## config.mk

```make
export PLATFORM = sky130hd
export DESIGN_NAME = thermo_capture
export DESIGN_NICKNAME = d
export VERILOG_FILES = /design/src/rtl/thermo_pkg.sv /design/src/rtl/thermo_bubble_fix.sv /design/src/rtl/thermo_capture.sv
export SDC_FILE = /design/constraint.sdc
export NUM_CORES = 1
export LEC_CHECK = 0
export ABC_AREA = 1
export BUFFER_PORTS_ARGS = -buffer_cell sky130_fd_sc_hd__buf_2
export CORE_UTILIZATION = 40
export CTS_CLUSTER_SIZE = 30
export DETAILED_ROUTE_END_ITERATION = 10
export GPL_TIMING_DRIVEN = 0
export SLEW_MARGIN = 5
export SYNTH_ARGS = -nofsm -noshare
export SYNTH_HDL_FRONTEND = slang
export SYNTH_SLANG_ARGS = --single-unit
```

## constraint.sdc

```tcl
create_clock -name clk -period 2.4 [get_ports clk]
set_clock_uncertainty 0.15 [all_clocks]
set_input_delay 0.12 -clock clk [delete_from_list [all_inputs] [get_ports clk]]
set_output_delay 0.12 -clock clk [all_outputs]
set_load 0.01 [all_outputs]
```

## src/rtl/thermo_pkg.sv

```systemverilog
// Shared definitions for the thermometer capture front end and the
// downstream thermometer-to-binary encoder.
package thermo_pkg;

   // Thermometer word width and the matching binary code width
   localparam int THERMO_W = 7;
   localparam int BIN_W    = 3;

   // One thermometer word as seen by the encoder
   typedef logic [THERMO_W-1:0] thermo_t;

   // Occupancy of the single-entry output slot
   typedef enum logic {
      SLOT_EMPTY = 1'b0,
      SLOT_FULL  = 1'b1
   } slot_state_t;

   // True when the word is a legal thermometer code: a run of ones from
   // bit 0 upward with only zeros above it (all-zero is legal too).
   // Adding one to such a word never overlaps any of its set bits.
   function automatic logic is_thermo(input thermo_t word);
      logic [THERMO_W:0] ext;
      logic [THERMO_W:0] inc;
      ext = {1'b0, word};
      inc = ext + 1'b1;
      return ((ext & inc) == '0);
   endfunction

endpackage

```

## src/rtl/thermo_bubble_fix.sv

```systemverilog
// Combinational bubble remover: a three-tap majority vote along the word
// followed by a prefix-AND from bit 0, so the result is always a legal
// thermometer code. err flags words that had to be changed.
module thermo_bubble_fix #(
   parameter int WIDTH = 7
) (
   input  logic [WIDTH-1:0] s,
   output logic [WIDTH-1:0] c,
   output logic             err
);

   logic [WIDTH+1:0] ext;
   logic [WIDTH-1:0] m;
   logic             acc;

   // Pad the word so bit 0 sees a one below it and the top bit a zero above
   assign ext = {1'b0, s, 1'b1};

   // Majority of each bit and its two neighbours removes isolated bubbles
   always_comb begin
      m = '0;
      for (int k = 0; k < WIDTH; k++) begin
         m[k] = (ext[k]   & ext[k+1]) |
                (ext[k]   & ext[k+2]) |
                (ext[k+1] & ext[k+2]);
      end
   end

   // Prefix-AND clears everything above the first zero left by the vote
   always_comb begin
      c   = '0;
      acc = 1'b1;
      for (int k = 0; k < WIDTH; k++) begin
         acc  = acc & m[k];
         c[k] = acc;
      end
   end

   assign err = (c != s);

endmodule

```

## src/rtl/thermo_capture.sv

```systemverilog
// Capture stage ahead of the thermometer encoder: synchronises the raw
// comparator bank, samples it every DIV clocks, repairs bubbles and hands
// one word per sample downstream through a single-entry valid/ready slot.
// Samples arriving while the slot is still held are dropped and counted.
module thermo_capture
   import thermo_pkg::*;
#(
   parameter int WIDTH       = 7,
   parameter int SYNC_STAGES = 2,
   parameter int DIV         = 4,
   parameter int DROP_W      = 8
) (
   input  logic              clk,
   input  logic              rst,
   input  logic [WIDTH-1:0]  comp_in,
   input  logic              sample_en,
   output logic [WIDTH-1:0]  thermo_out,
   output logic              thermo_valid,
   input  logic              thermo_ready,
   output logic              bubble_err,
   output logic              overrun,
   output logic [DROP_W-1:0] drop_cnt
);

   localparam int DIV_W = (DIV > 1) ? $clog2(DIV) : 1;
   localparam logic [DIV_W-1:0] DIV_LAST = DIV_W'(DIV - 1);

   // Synchroniser chain; the last stage is the word the sampler sees
   logic [WIDTH-1:0] sync_q [SYNC_STAGES];
   logic [WIDTH-1:0] sync_d [SYNC_STAGES];
   logic [WIDTH-1:0] sync_word;

   // Sample divider
   logic [DIV_W-1:0] div_cnt_q;
   logic [DIV_W-1:0] div_cnt_d;
   logic             tick;

   // Corrected word from the bubble fixer
   logic [WIDTH-1:0] fix_c;
   logic             fix_err;

   // Output slot and drop accounting
   slot_state_t      slot_q;
   slot_state_t      slot_d;
   logic [WIDTH-1:0] thermo_out_q;
   logic [WIDTH-1:0] thermo_out_d;
   logic             bubble_err_q;
   logic             bubble_err_d;
   logic             overrun_q;
   logic             overrun_d;
   logic [DROP_W-1:0] drop_cnt_q;
   logic [DROP_W-1:0] drop_cnt_d;
   logic             load;
   logic             drop;
   logic             consume;

   // Shift the raw comparator word one stage further down the chain
   always_comb begin
      for (int i = 0; i < SYNC_STAGES; i++) begin
         sync_d[i] = '0;
      end
      sync_d[0] = comp_in;
      for (int i = 1; i < SYNC_STAGES; i++) begin
         sync_d[i] = sync_q[i-1];
      end
   end

   // Synchroniser flops, cleared by reset
   always_ff @(posedge clk or posedge rst) begin
      if (rst) begin
         for (int i = 0; i < SYNC_STAGES; i++) begin
            sync_q[i] <= '0;
         end
      end else begin
         for (int i = 0; i < SYNC_STAGES; i++) begin
            sync_q[i] <= sync_d[i];
         end
      end
   end

   assign sync_word = sync_q[SYNC_STAGES-1];

   // Divider counts enabled cycles and ticks on the last one of each period;
   // dropping sample_en restarts the period from zero
   always_comb begin
      tick      = sample_en && (div_cnt_q == DIV_LAST);
      div_cnt_d = div_cnt_q;
      if (!sample_en || tick) begin
         div_cnt_d = '0;
      end else begin
         div_cnt_d = div_cnt_q + 1'b1;
      end
   end

   // Divider counter register
   always_ff @(posedge clk or posedge rst) begin
      if (rst) begin
         div_cnt_q <= '0;
      end else begin
         div_cnt_q <= div_cnt_d;
      end
   end

   thermo_bubble_fix #(
      .WIDTH (WIDTH)
   ) u_fix (
      .s   (sync_word),
      .c   (fix_c),
      .err (fix_err)
   );

   // Slot next state: a tick loads whenever the slot is free or being
   // emptied this cycle, otherwise it is dropped; ready alone just empties.
   // Ready only reaches registers, so there is no ready-to-valid path.
   always_comb begin
      load    = tick && ((slot_q == SLOT_EMPTY) || thermo_ready);
      drop    = tick && (slot_q == SLOT_FULL) && !thermo_ready;
      consume = (slot_q == SLOT_FULL) && thermo_ready && !tick;

      slot_d       = slot_q;
      thermo_out_d = thermo_out_q;
      bubble_err_d = bubble_err_q;
      overrun_d    = drop;
      drop_cnt_d   = drop_cnt_q;

      if (load) begin
         slot_d       = SLOT_FULL;
         thermo_out_d = fix_c;
         bubble_err_d = fix_err;
      end else if (consume) begin
         slot_d = SLOT_EMPTY;
      end

      if (drop && (drop_cnt_q != '1)) begin
         drop_cnt_d = drop_cnt_q + 1'b1;
      end
   end

   // Slot state machine and its registered outputs
   always_ff @(posedge clk or posedge rst) begin
      if (rst) begin
         slot_q       <= SLOT_EMPTY;
         thermo_out_q <= '0;
         bubble_err_q <= 1'b0;
         overrun_q    <= 1'b0;
         drop_cnt_q   <= '0;
      end else begin
         slot_q       <= slot_d;
         thermo_out_q <= thermo_out_d;
         bubble_err_q <= bubble_err_d;
         overrun_q    <= overrun_d;
         drop_cnt_q   <= drop_cnt_d;
      end
   end

   assign thermo_valid = (slot_q == SLOT_FULL);
   assign thermo_out   = thermo_out_q;
   assign bubble_err   = bubble_err_q;
   assign overrun      = overrun_q;
   assign drop_cnt     = drop_cnt_q;

endmodule
```

==> metrics.md <==
| Metric | Value |
|---|---|
| Slew Limit Fails | 0 |
| Pre-antenna DRT Iters | 4 |
| CP endpoint kind | flip-flop |
| Area post-placement | 1670 µm² |
| Post-CTS Setup Bufs | 0 |
| GPL Wtd Cong | 0.750 |
| Largest net degree at the start of global routing | 35 |
| CTS root buffer | clkbuf_8 |
| Clk pwr share | 37.8% |
| Synthesized area | 1470 µm² |
| Vias | 1070 |
| R2r setup slk | 950 ps |
| Ys flop type | dfrtp_1 |
| Worst rel slew slack | 53.5% |
| Die width | 62.7 µm |
| Clock slew at reported path FFs | 70 ps |
| Max Buffers Root-to-Sink | 2 |
| Syn_area_per_cell | 9.88 µm² |
| Initial Utilization | 42.7% |
| Commonest non-fill, non-tap cell in the layout | nand2_1 |
| HP Class | flip-flop to flip-flop |
| Syn_nets | 162 |
| Initial antenna violation count | 0 |
| Commonest cells after routing, fill and taps aside | 47 x nand2_1, 34 x dfrtp_1, 28 x buf_2 |
| Wire per inst | 10.4 µm |
| TritonCTS clock tree | done |
| Sequential power share | 48.7% |
| Post-CTS Hold Buffers | 9 |
| Die height | 62.7 µm |
| Core Area | 3440 µm² |
| Critical-path maximum fanout | 7 |
| Design area | 1880 µm² |
| Worst EP required | 2430 ps |
| Worst endpoint data arrival time | 1470 ps |
| Worst setup SP type | flip-flop |
| RSZ-0062 raised after global routing | no |
| Setup violations, final | 0 |
| Drt drc | 0 |
| Comb power frac | 13.6% |
| Switch share | 25.4% |
| Max Cap Viol | 0 |
| Synth unique cells | 27 |
| Register area share after synthesis | 57.8% |
| Die area | 3930 µm² |
| P_leak | 0.988 nW |
| Top cell type's share of synthesized area | 57.8% |
| EDFF count, synth | 0 |
| CTS Buf Count | 5 |
| Area growth from synthesis to layout | 28.0% |
| Clk_lat worst skew | 290 ps |
| Clock sinks | 34 |
| Layout Nets | 207 |
| Hpwl dp | 1.75 mm |
| YS warnings | 0 |
| Power per cell area | 732 nW/µm² |
| Cell internal pwr | 1.03 mW |
| Critical path class | flip-flop to flip-flop |
| GRT Total Usage | 15.4% |
| Final WL | 2.50 mm |
| # fillers | 311 |
| R2r worst-path depth | 5 |
| Worst R2R Start | div_cnt_q[0] |
| Initial drt markers | 52 |
| Worst hold start | sync_d[5] |
| Post-cts sizing count | 0 |
| Layout cells sized above 1 | 29.2% |
| Final setup TNS | 0 ps |
| Crit. Startpoint | div_cnt_q[0] |
| Tmin final | 1450 ps |
| Final global-route overflow total | 0 |
| Fin crit share | 60.3% |
| Total power | 1.38 mW |
| Worst hold path depth | 0 |
| I/O pin cnt | 29 |
| Least-Margin Pin Slew | 696 ps |
| CTS H-Tree Depth | 2 |
| Biggest area consumer among synthesized cells | dfrtp_1 |
| Vias per cell | 4.44 |
| Cell count after synthesis | 149 |
| Hold Fails Final Rpt | 0 |
| Number of I/O port buffers | 28 |
| Vias in the first global route | 1035 |
| Peak VDD IR | 0.460 mV |
| Ys async rst share | 100% |
| FF+latch count, synth | 34 |
| First-pass GRT wire length | 4.52 mm |
| Top cells by area, synth | dfrtp_1 58%, nand2_1 12%, nand2_2 3.0%, inv_1 2.8%, nand3_1 2.7% |
| F_max | 691 MHz |
| Psw | 0.351 mW |
| Status | finished, final reports clean |
| Row cnt | 21 |
| Post-DRT Antenna Nets | 0 |
| # diodes | 0 |
==> per-layer routing <==
layer / vias to the layer above / global-route usage, % / share of wire [%]
li1: 558 / - / -
met1: 483 / 18.0 / 47
met2: 23 / 24.5 / 46
met3: 6 / 5.47 / 4.8
met4: 0 / 8.72 / 2.4
met5: - / 0 / 0
==> cell type report <==
type,instances,area (µm²),area share (%)
timing repair buffer,38,240,12.8
inverter,14,60.1,3.19
tap,46,57.6,3.06
clock buffer,5,68.8,3.65
multi-input combinational,101,561,29.8
sequential,34,851,45.2
clock inverter,3,45.0,2.39
==> per-stage QoR <==
stage,util [%],instances,worst slack (ps),hold WS [ps]
6_report,54.7,241,954,200
3_3_place_gp,48.5,223,949,78.4
2_1_floorplan,-,149,1000,1.43
4_1_cts,54.4,240,930,56.8
3_5_place_dp,48.5,223,922,81.3
5_1_grt,54.7,241,838,214
==> critical path: stages, from the launching register on <==
cell and delay, ps:
dfrtp_1 360, ha_1 280, nand2_4 120, nor2_8 190, nand2_8 100, xor2_2 140
==> cells in the mapped netlist, types with 2 or more instances <==
library cell  number
nand2_4            3
nand2_2            7
o21ai_1            2
nor2_1            10
nand3_1            8
o21ai_0            5
nand2_1           47
nor3_1             2
ha_1               2
inv_2              2
inv_1             11
nand4_1            2
dfrtp_1           34
==> state kept, by name, indices dropped and copies added, names as in the netlist <==
name	cells
bubble_err	1
div_cnt_q	2
drop_cnt	8
overrun	1
sync_d	7
sync_word	7
thermo_out	7
thermo_valid	1
==> logic make-up after synthesis <==
family                     share of synthesized area (%)
adders and majority gates                           1.70
DFF                                                 57.8
and+or+nand+nor                                     29.3
AOI/OAI and AO/OA                                   4.85
buffers and inverters                               4.08
xor gates and xnor gates                            2.30
==> power groups by stage <==
| stage | logic, mW | clock network, mW | registers (mW) |
|---|---|---|---|
| 4_1_cts | 0.190 | 0.541 | 0.672 |
| 5_1_grt | 0.211 | 0.571 | 0.680 |
| 3_5_place_dp | 0.178 | 0 | 0.683 |
| 2_1_floorplan | 0.0848 | 0 | 0.701 |
| 3_3_place_gp | 0.175 | 0 | 0.678 |
| 6_report | 0.187 | 0.520 | 0.671 |
==> worst paths after layout <==
path                                 to
setup / recovery            drop_cnt[0]
max in group asynchronous  sync_word[0]
min in group asynchronous     sync_d[4]
hold reg to reg            sync_word[5]
hold / removal             sync_word[5]
setup reg to reg            drop_cnt[0]
Power figures use the tool's default switching activity.
